File: config.mk
export PLATFORM = sky130hd
export DESIGN_NAME = cht_lane_unshift
export DESIGN_NICKNAME = d
export VERILOG_FILES = /design/src/rtl/cht_unshift_pkg.sv /design/src/rtl/cht_lane_step.sv /design/src/rtl/cht_lane_unshift.sv
export SDC_FILE = /design/constraint.sdc
export NUM_CORES = 1
export LEC_CHECK = 0
export ABC_AREA = 1
export BUFFER_PORTS_ARGS = -buffer_cell sky130_fd_sc_hd__buf_2
export CORE_MARGIN = 1.5
export CORE_UTILIZATION = 53
export CTS_BUF_LIST = sky130_fd_sc_hd__clkbuf_4
export DETAILED_ROUTE_END_ITERATION = 16
export GPL_TIMING_DRIVEN = 0
export MAX_ROUTING_LAYER = met4
export PLACE_DENSITY = 0.85
export SLEW_MARGIN = 5
export SYNTH_ARGS = -nofsm -noshare
export SYNTH_HDL_FRONTEND = slang
export SYNTH_SLANG_ARGS = --single-unit
export TNS_END_PERCENT = 100
File: constraint.sdc
create_clock -name pclk -period 1.4 [get_ports pclk]
set_input_delay 0.14 -clock pclk [delete_from_list [all_inputs] [get_ports pclk]]
set_output_delay 0.14 -clock pclk [all_outputs]
set_load 0.05 [all_outputs]
File: src/rtl/cht_unshift_pkg.sv
// Shared types and helpers for the cht lane unshifter: FSM state encoding,
// shift-direction constants and the step-count clamp.
package cht_unshift_pkg;

    typedef enum logic [1:0] {
        IDLE  = 2'd0,
        SHIFT = 2'd1,
        DONE  = 2'd2
    } state_e;

    // Direction of the forward shift being undone.
    localparam logic DIR_DOWN = 1'b1;
    localparam logic DIR_UP   = 1'b0;

    function automatic int unsigned clamp_steps(input int unsigned steps,
                                                input int unsigned max_steps);
        return (steps > max_steps) ? max_steps : steps;
    endfunction

endpackage

File: src/rtl/cht_lane_step.sv
// Combinational single-lane shift used by the unshifter: moves the word one lane
// opposite to the forward direction and inserts the fill bit into the vacated lane.
module cht_lane_step
    import cht_unshift_pkg::*;
#(
    parameter int unsigned W = 36
) (
    input  logic [W-1:0] data_i,
    input  logic         dir_i,
    input  logic         fill_i,
    output logic [W-1:0] data_o
);

    always_comb begin
        data_o = data_i;
        if (dir_i == DIR_DOWN) begin
            data_o = {data_i[W-2:0], fill_i};
        end else begin
            data_o = {fill_i, data_i[W-1:1]};
        end
    end

endmodule

File: src/rtl/cht_lane_unshift.sv
// Sequential lane unshifter: undoes a STEPS-lane shift one lane per clock behind valid/ready.
// Optional parity check on the accepted word when CHT_UNSHIFT_PARITY_EN is defined.
module cht_lane_unshift
    import cht_unshift_pkg::*;
#(
    parameter  int unsigned W         = 36,
    parameter  int unsigned MAX_STEPS = 8,
    localparam int unsigned SW        = $clog2(MAX_STEPS + 1)
) (
    input  logic          pclk,
    input  logic          prst_n,
    input  logic          phold,
    input  logic          pin_valid,
    output logic          pin_ready,
    input  logic [W-1:0]  pin_data,
    input  logic          pin_dir,
    input  logic [SW-1:0] pin_steps,
    input  logic          pin_fill,
    input  logic          pin_par,
    output logic          pout_valid,
    input  logic          pout_ready,
    output logic [W-1:0]  pout_data,
    output logic          pout_err
);

    // Handshake: a word moves on an edge where valid & ready are both high;
    // phold drops pin_ready and blocks the output transfer, valid levels persist.
    state_e        state_q, state_d;
    logic [SW-1:0] count_q, count_d;
    logic [W-1:0]  data_q, data_d;
    logic          dir_q, dir_d;
    logic          fill_q, fill_d;
    logic [W-1:0]  step_data;
    logic          accept;
    logic          drain;

    cht_lane_step #(.W(W)) u_step (
        .data_i (data_q),
        .dir_i  (dir_q),
        .fill_i (fill_q),
        .data_o (step_data)
    );

    assign pin_ready  = (state_q == IDLE) && !phold;
    assign pout_valid = (state_q == DONE);
    assign pout_data  = data_q;
    assign accept     = pin_valid && pin_ready;
    assign drain      = pout_valid && pout_ready && !phold;

    always_comb begin
        state_d = state_q;
        count_d = count_q;
        data_d  = data_q;
        dir_d   = dir_q;
        fill_d  = fill_q;
        if (!phold) begin
            case (state_q)
                IDLE: begin
                    if (accept) begin
                        data_d  = pin_data;
                        dir_d   = pin_dir;
                        fill_d  = pin_fill;
                        count_d = SW'(clamp_steps({{(32-SW){1'b0}}, pin_steps}, MAX_STEPS));
                        state_d = (count_d == '0) ? DONE : SHIFT;
                    end
                end
                SHIFT: begin
                    data_d  = step_data;
                    count_d = count_q - SW'(1);
                    if (count_q == SW'(1)) begin
                        state_d = DONE;
                    end
                end
                DONE: begin
                    if (drain) begin
                        state_d = IDLE;
                    end
                end
                default: begin
                    state_d = IDLE;
                    count_d = '0;
                end
            endcase
        end
    end

    always_ff @(posedge pclk or negedge prst_n) begin
        if (!prst_n) begin
            state_q <= IDLE;
            count_q <= '0;
            data_q  <= '0;
            dir_q   <= DIR_UP;
            fill_q  <= 1'b0;
        end else begin
            state_q <= state_d;
            count_q <= count_d;
            data_q  <= data_d;
            dir_q   <= dir_d;
            fill_q  <= fill_d;
        end
    end

`ifdef CHT_UNSHIFT_PARITY_EN
    logic err_q, err_d;

    always_comb begin
        err_d = err_q;
        if (!phold) begin
            if (accept) begin
                err_d = (^pin_data) ^ pin_par;
            end else if (drain) begin
                err_d = 1'b0;
            end
        end
    end

    always_ff @(posedge pclk or negedge prst_n) begin
        if (!prst_n) begin
            err_q <= 1'b0;
        end else begin
            err_q <= err_d;
        end
    end

    assign pout_err = err_q && (state_q == DONE);
`else
    logic unused_par;
    assign unused_par = pin_par;
    assign pout_err   = 1'b0;
`endif

endmodule

; ---- Word-level counts from Yosys, hierarchy flattened
; Cells that the tools add are included.
[totals]
ff_bits = 44
wordCells = 38
out_inout_bits = 39
inputBits = 48
[classes]
order_cmp = 1
mux = 11
bitwise = 2
n_reduce_logical = 12
addsub = 1
eq_ne = 6
[op_table]
columns = cell, n
row1 = $mux 36, 2
row2 = $pmux 36 s2, 1
row3 = $pmux 4 s3, 1
row4 = $reduce_and 3->1, 3
row5 = $mux 2, 4
row6 = $mux 4, 2
row7 = $pmux 2 s3, 1
row8 = $eq 4x1->1 const B, 1
row9 = $gt 4x4->1 const B, 1
row10 = $logic_and 1x1->1, 4
row11 = $logic_not 4->1, 1
row12 = $ne 2x2->1 const B, 2
row13 = $reduce_and 4->1, 1
row14 = $sub 4x1->4 const B, 1
row15 = $eq 2x1->1 const B, 1
row16 = $eq 2x2->1 const B, 1
row17 = $logic_not 2->1, 1
row18 = $ne 2x1->1 const B, 1
row19 = $not 1->1, 2
row20 = $reduce_bool 2->1, 1
row21 = $logic_not 1->1, 1

; ---- Logic depth before layout (Yosys ltp)
[logic_depth]
word_depth = 6
mapped_depth = 9
ltp_nobuf = 8

; ---- Cells and area by module
; Synthesis repeated with hierarchy kept, for this count alone.
[unflattened]
hier_cells = 467
hier_area_um2 = 2954.1
[modules_own_cells]
columns = mod, seq_area_each_um2, area_each_um2, cells_per_inst, n_inst
row1 = cht_lane_unshift, 1101.1, 2432.3, 351, 1
row2 = cht_lane_step, 0.0, 521.8, 116, 1

; ---- Worst setup path before layout
; No wires, ideal clock.
[synth_timing]
path_kind = flip-flop to flip-flop
startpoint = register state_q[1]
endpoint = register dir_q
arrival_ns = 1.742
setup_slack_ns = -0.460
required_ns = 1.282
setup_ns = 0.118
period_less_slack_ns = 1.860
n_path_buf = 0
stages_incl_launch_ff = 7
path_cell_list = dfrtp_1 -> nor2_2 -> inv_1 -> nor2_1 -> nand2_1 -> nand2_1 -> nand2_1
[synth_between]
elab_chain_cells = 4
[synth_lines]
columns = element, line_no
row1 = start: declaration, cht_lane_unshift.sv:28  ; state_e state_q, state_d;
row2 = start signal: assignment, cht_lane_unshift.sv:95  ; state_q <= state_d;
row3 = $logic_not 2->1, cht_lane_unshift.sv:44  ; assign pin_ready = (state_q == IDLE) && !phold;
row4 = $logic_and 1x1->1, cht_lane_unshift.sv:44
row5 = via pin_ready, cht_lane_unshift.sv:14  ; output logic pin_ready,
row6 = $logic_and 1x1->1, cht_lane_unshift.sv:47  ; assign accept = pin_valid && pin_ready;
row7 = $reduce_and 3->1 (no source line), --
row8 = end signal: assignment, cht_lane_unshift.sv:98  ; dir_q <= dir_d;
row9 = end: declaration, cht_lane_unshift.sv:31  ; logic dir_q, dir_d;
; The timed path passes the listed nets, and every way through them passes these cells.
; A chain may end at the register's enable or synchronous reset.

; ---- Final worst setup path
[layout_timing]
startpoint = register state_q[1]
endpoint = output pin_ready
[layout_between]
elab_chain_cells = 2
[layout_lines]
columns = element, line_no
row1 = $logic_not 2->1, cht_lane_unshift.sv:44
row2 = $logic_and 1x1->1, cht_lane_unshift.sv:44
row3 = end: declaration, cht_lane_unshift.sv:14
; No other way between the ends.

==> impl_metrics.toml <==
[detailed_routing]
first_pass_iters = 5
route.vias.total = 3197
drtAntennaViolNets = 0
wl_per_cell_um = 13.3
viasPerCell = 5.28
drt_iter0_markers = 256
remaining_drc_errors = 0
wl_um = 8020

[power_and_ir_drop]
power_leakage_uw = 0.00211
peakVddDrop_uv = 1520
power_density_nw_per_um2 = 2630

[sta]
fmax_mhz = 686
period_share = 1.04
maxSlewViolCount = 0
tightest_slew_ps = 1020
maxSlewHeadroom = 0.317
hold_viol_final = 0
fin_tns_setup_ps = -57.6
setup_slack_ps = -57.6
clock_skew_ps = 11.1
setup_viol = 1
post-route-min-period_ps = 1460
rsz0062_at_grt = "yes"
hold_slack_ps = 34.1

[floorplanning]
die_h_um = 75.1
start_util = 0.546
core-area_sq_um = 5040
dieArea_sq_um = 5640
rows = 26
fp.dieW_um = 75.1
io-pin-count = 87

[global_route]
grt_use_met3 = 0.0469
grt_busiest_layer = "met2"
antenna_found_initial = 0
grtUsageTotal = 0.301
grt_max_degree = 45
overflow = 0
grt_pass1_vias = 2781
grt_use_met2 = 0.486
grt_pass1_wl_um = 12400
gr-usage-met1 = 0.374

[yosys]
synth_cells = 430
ys_warn_count = 0
ys_seq_elements = 44
avgSynthCellArea_sq_um = 6.40
synth.distinct_cells = 21
synth_seq_area_share = 0.400
mappedNetlistArea_sq_um = 2750
synth.net_count = 480

[worst_setup_path]
crit_path_frequent_cell = "nor2_4"
worstSetupPathType = "flop to primary output"
max_stage_delay_ps = 500
r2r_setup_slack_ps = 40
cp-start-kind = "flop"
cp-end-kind = "primary output"
required_ps = 1260
path_cells = "nor2_4 -> inv_2 -> nor2_4 -> buf_6"
slowest_stage = "dfrtp_2"
r2r_cells = 8
cp.arrival_ps = 1320
cp_max_fo = 6

[worst_hold_path]
hold_depth = 3
hp-class = "input pin to flop"

[cells_and_area]
insertedDiodeCount = 0
layout_common_cells = "nand2_1 (251), buf_2 (89), dfrtp_1 (42)"
mostFrequentLayoutCell = "nand2_1"
area_growth_pct = 30.2
drive_gt1_frac = 0.265
finalNonFillerCells = 605
fin_nets = 584

[clocking]
numCtsBuffers = 5
cts.sinks = 44
cts_tree = "done"
htreeDepth = 2
clk_latency_ps = 380
cts_root_buf = "clkbuf_4"
clockBufferDepth = 2
path_clk_slew_ps = 140

[run]
maxCapViolCount = 0

[outcome]
status = "finished with violations"
violations = "setup timing"

[place]
place_ws_ps = -145
gp_congestion = 0.827
dp_cells = 584
port_buffers = 84
place_hpwl_um = 5400
flip-flops by register name, summed over array words and instances (netlist names):
signal     cells
count_q        4
dir_q          1
fill_q         1
pout_data     36
state_q        2
worst paths after layout:
kind | startpoint | endpoint
worst min-delay path | pin_valid | dir_q
min in group asynchronous | prst_n | pout_data[23]
worst max register to register | state_q[1] | pout_data[33]
worst min register to register | pout_data[16] | pout_data[16]
worst max-delay path | state_q[1] | pin_ready
max in group asynchronous | prst_n | state_q[1]
critical path: cells and delay by family (launching register included):
kind                   cells  cell delay (ps)
buffers and inverters      2              220
and+or+nand+nor            2              220
DFF                        1              500
cell families after synthesis:
logic type                 count (synthesis)  share of synthesized area
buffers and inverters                     59                     0.0931
DFF                                       44                      0.400
other                                      1                    0.00136
and+or+nand+nor                          278                      0.391
AOI/OAI and AO/OA                         46                      0.106
adders and majority gates                  2                    0.00909
Yosys cell counts (all sizes together):
cell	n	area [sq um]
a21oi	4	20.0
buf	18	100
clkbuf	5	18.8
conb	1	3.75
dfrtp	44	1100
ha	2	25.0
inv	36	138
nand2	258	968
nand3	10	62.6
nand4	1	6.26
nor2	9	38.8
o211ai	20	150
o21ai	22	121
report_power, final:
part	switching, uW	total [uW]	internal, uW	leakage [uW]
Sequential	584	2430	1850	0.000551
Combinational	4310	6220	1910	0.00152
Clock	431	796	365	0.0000403
Total	5320	9440	4120	0.00211
metal layers:
layer,share of wire,vias to the layer above
li1,-,1530
met4,0.035,0
met3,0.080,32
met2,0.49,179
met5,0,-
met1,0.40,1456
layout make-up:
type | count | area, sq um
Multi-Input combinational cell | 327 | 1430
Clock inverter | 3 | 37.5
Tap cell | 70 | 87.6
Clock buffer | 5 | 37.5
Sequential cell | 44 | 1100
Fill cell | 432 | 1460
Buffer | 23 | 194
Inverter | 36 | 145
Timing Repair Buffer | 97 | 549
per-stage QoR:
step                power, uW  instance area [sq um]  utilization
floorplan                6620                   2770            -
global placement         7880                   3270        0.649
detailed placement       8010                   3270        0.649
CTS                      9100                   3500        0.695
global route            10100                   3590        0.711
finish                   9440                   3590        0.711
repair_timing:
action	4_1_cts	5_1_grt
gates resized for setup	23	33
hold buffers	3	0
endpoints found under the hold margin	46	0
endpoints found under the setup margin	39	41
pin swaps	3	5
setup buffers	9	3
gates cloned	0	0
(Power assumes the default switching activity.)
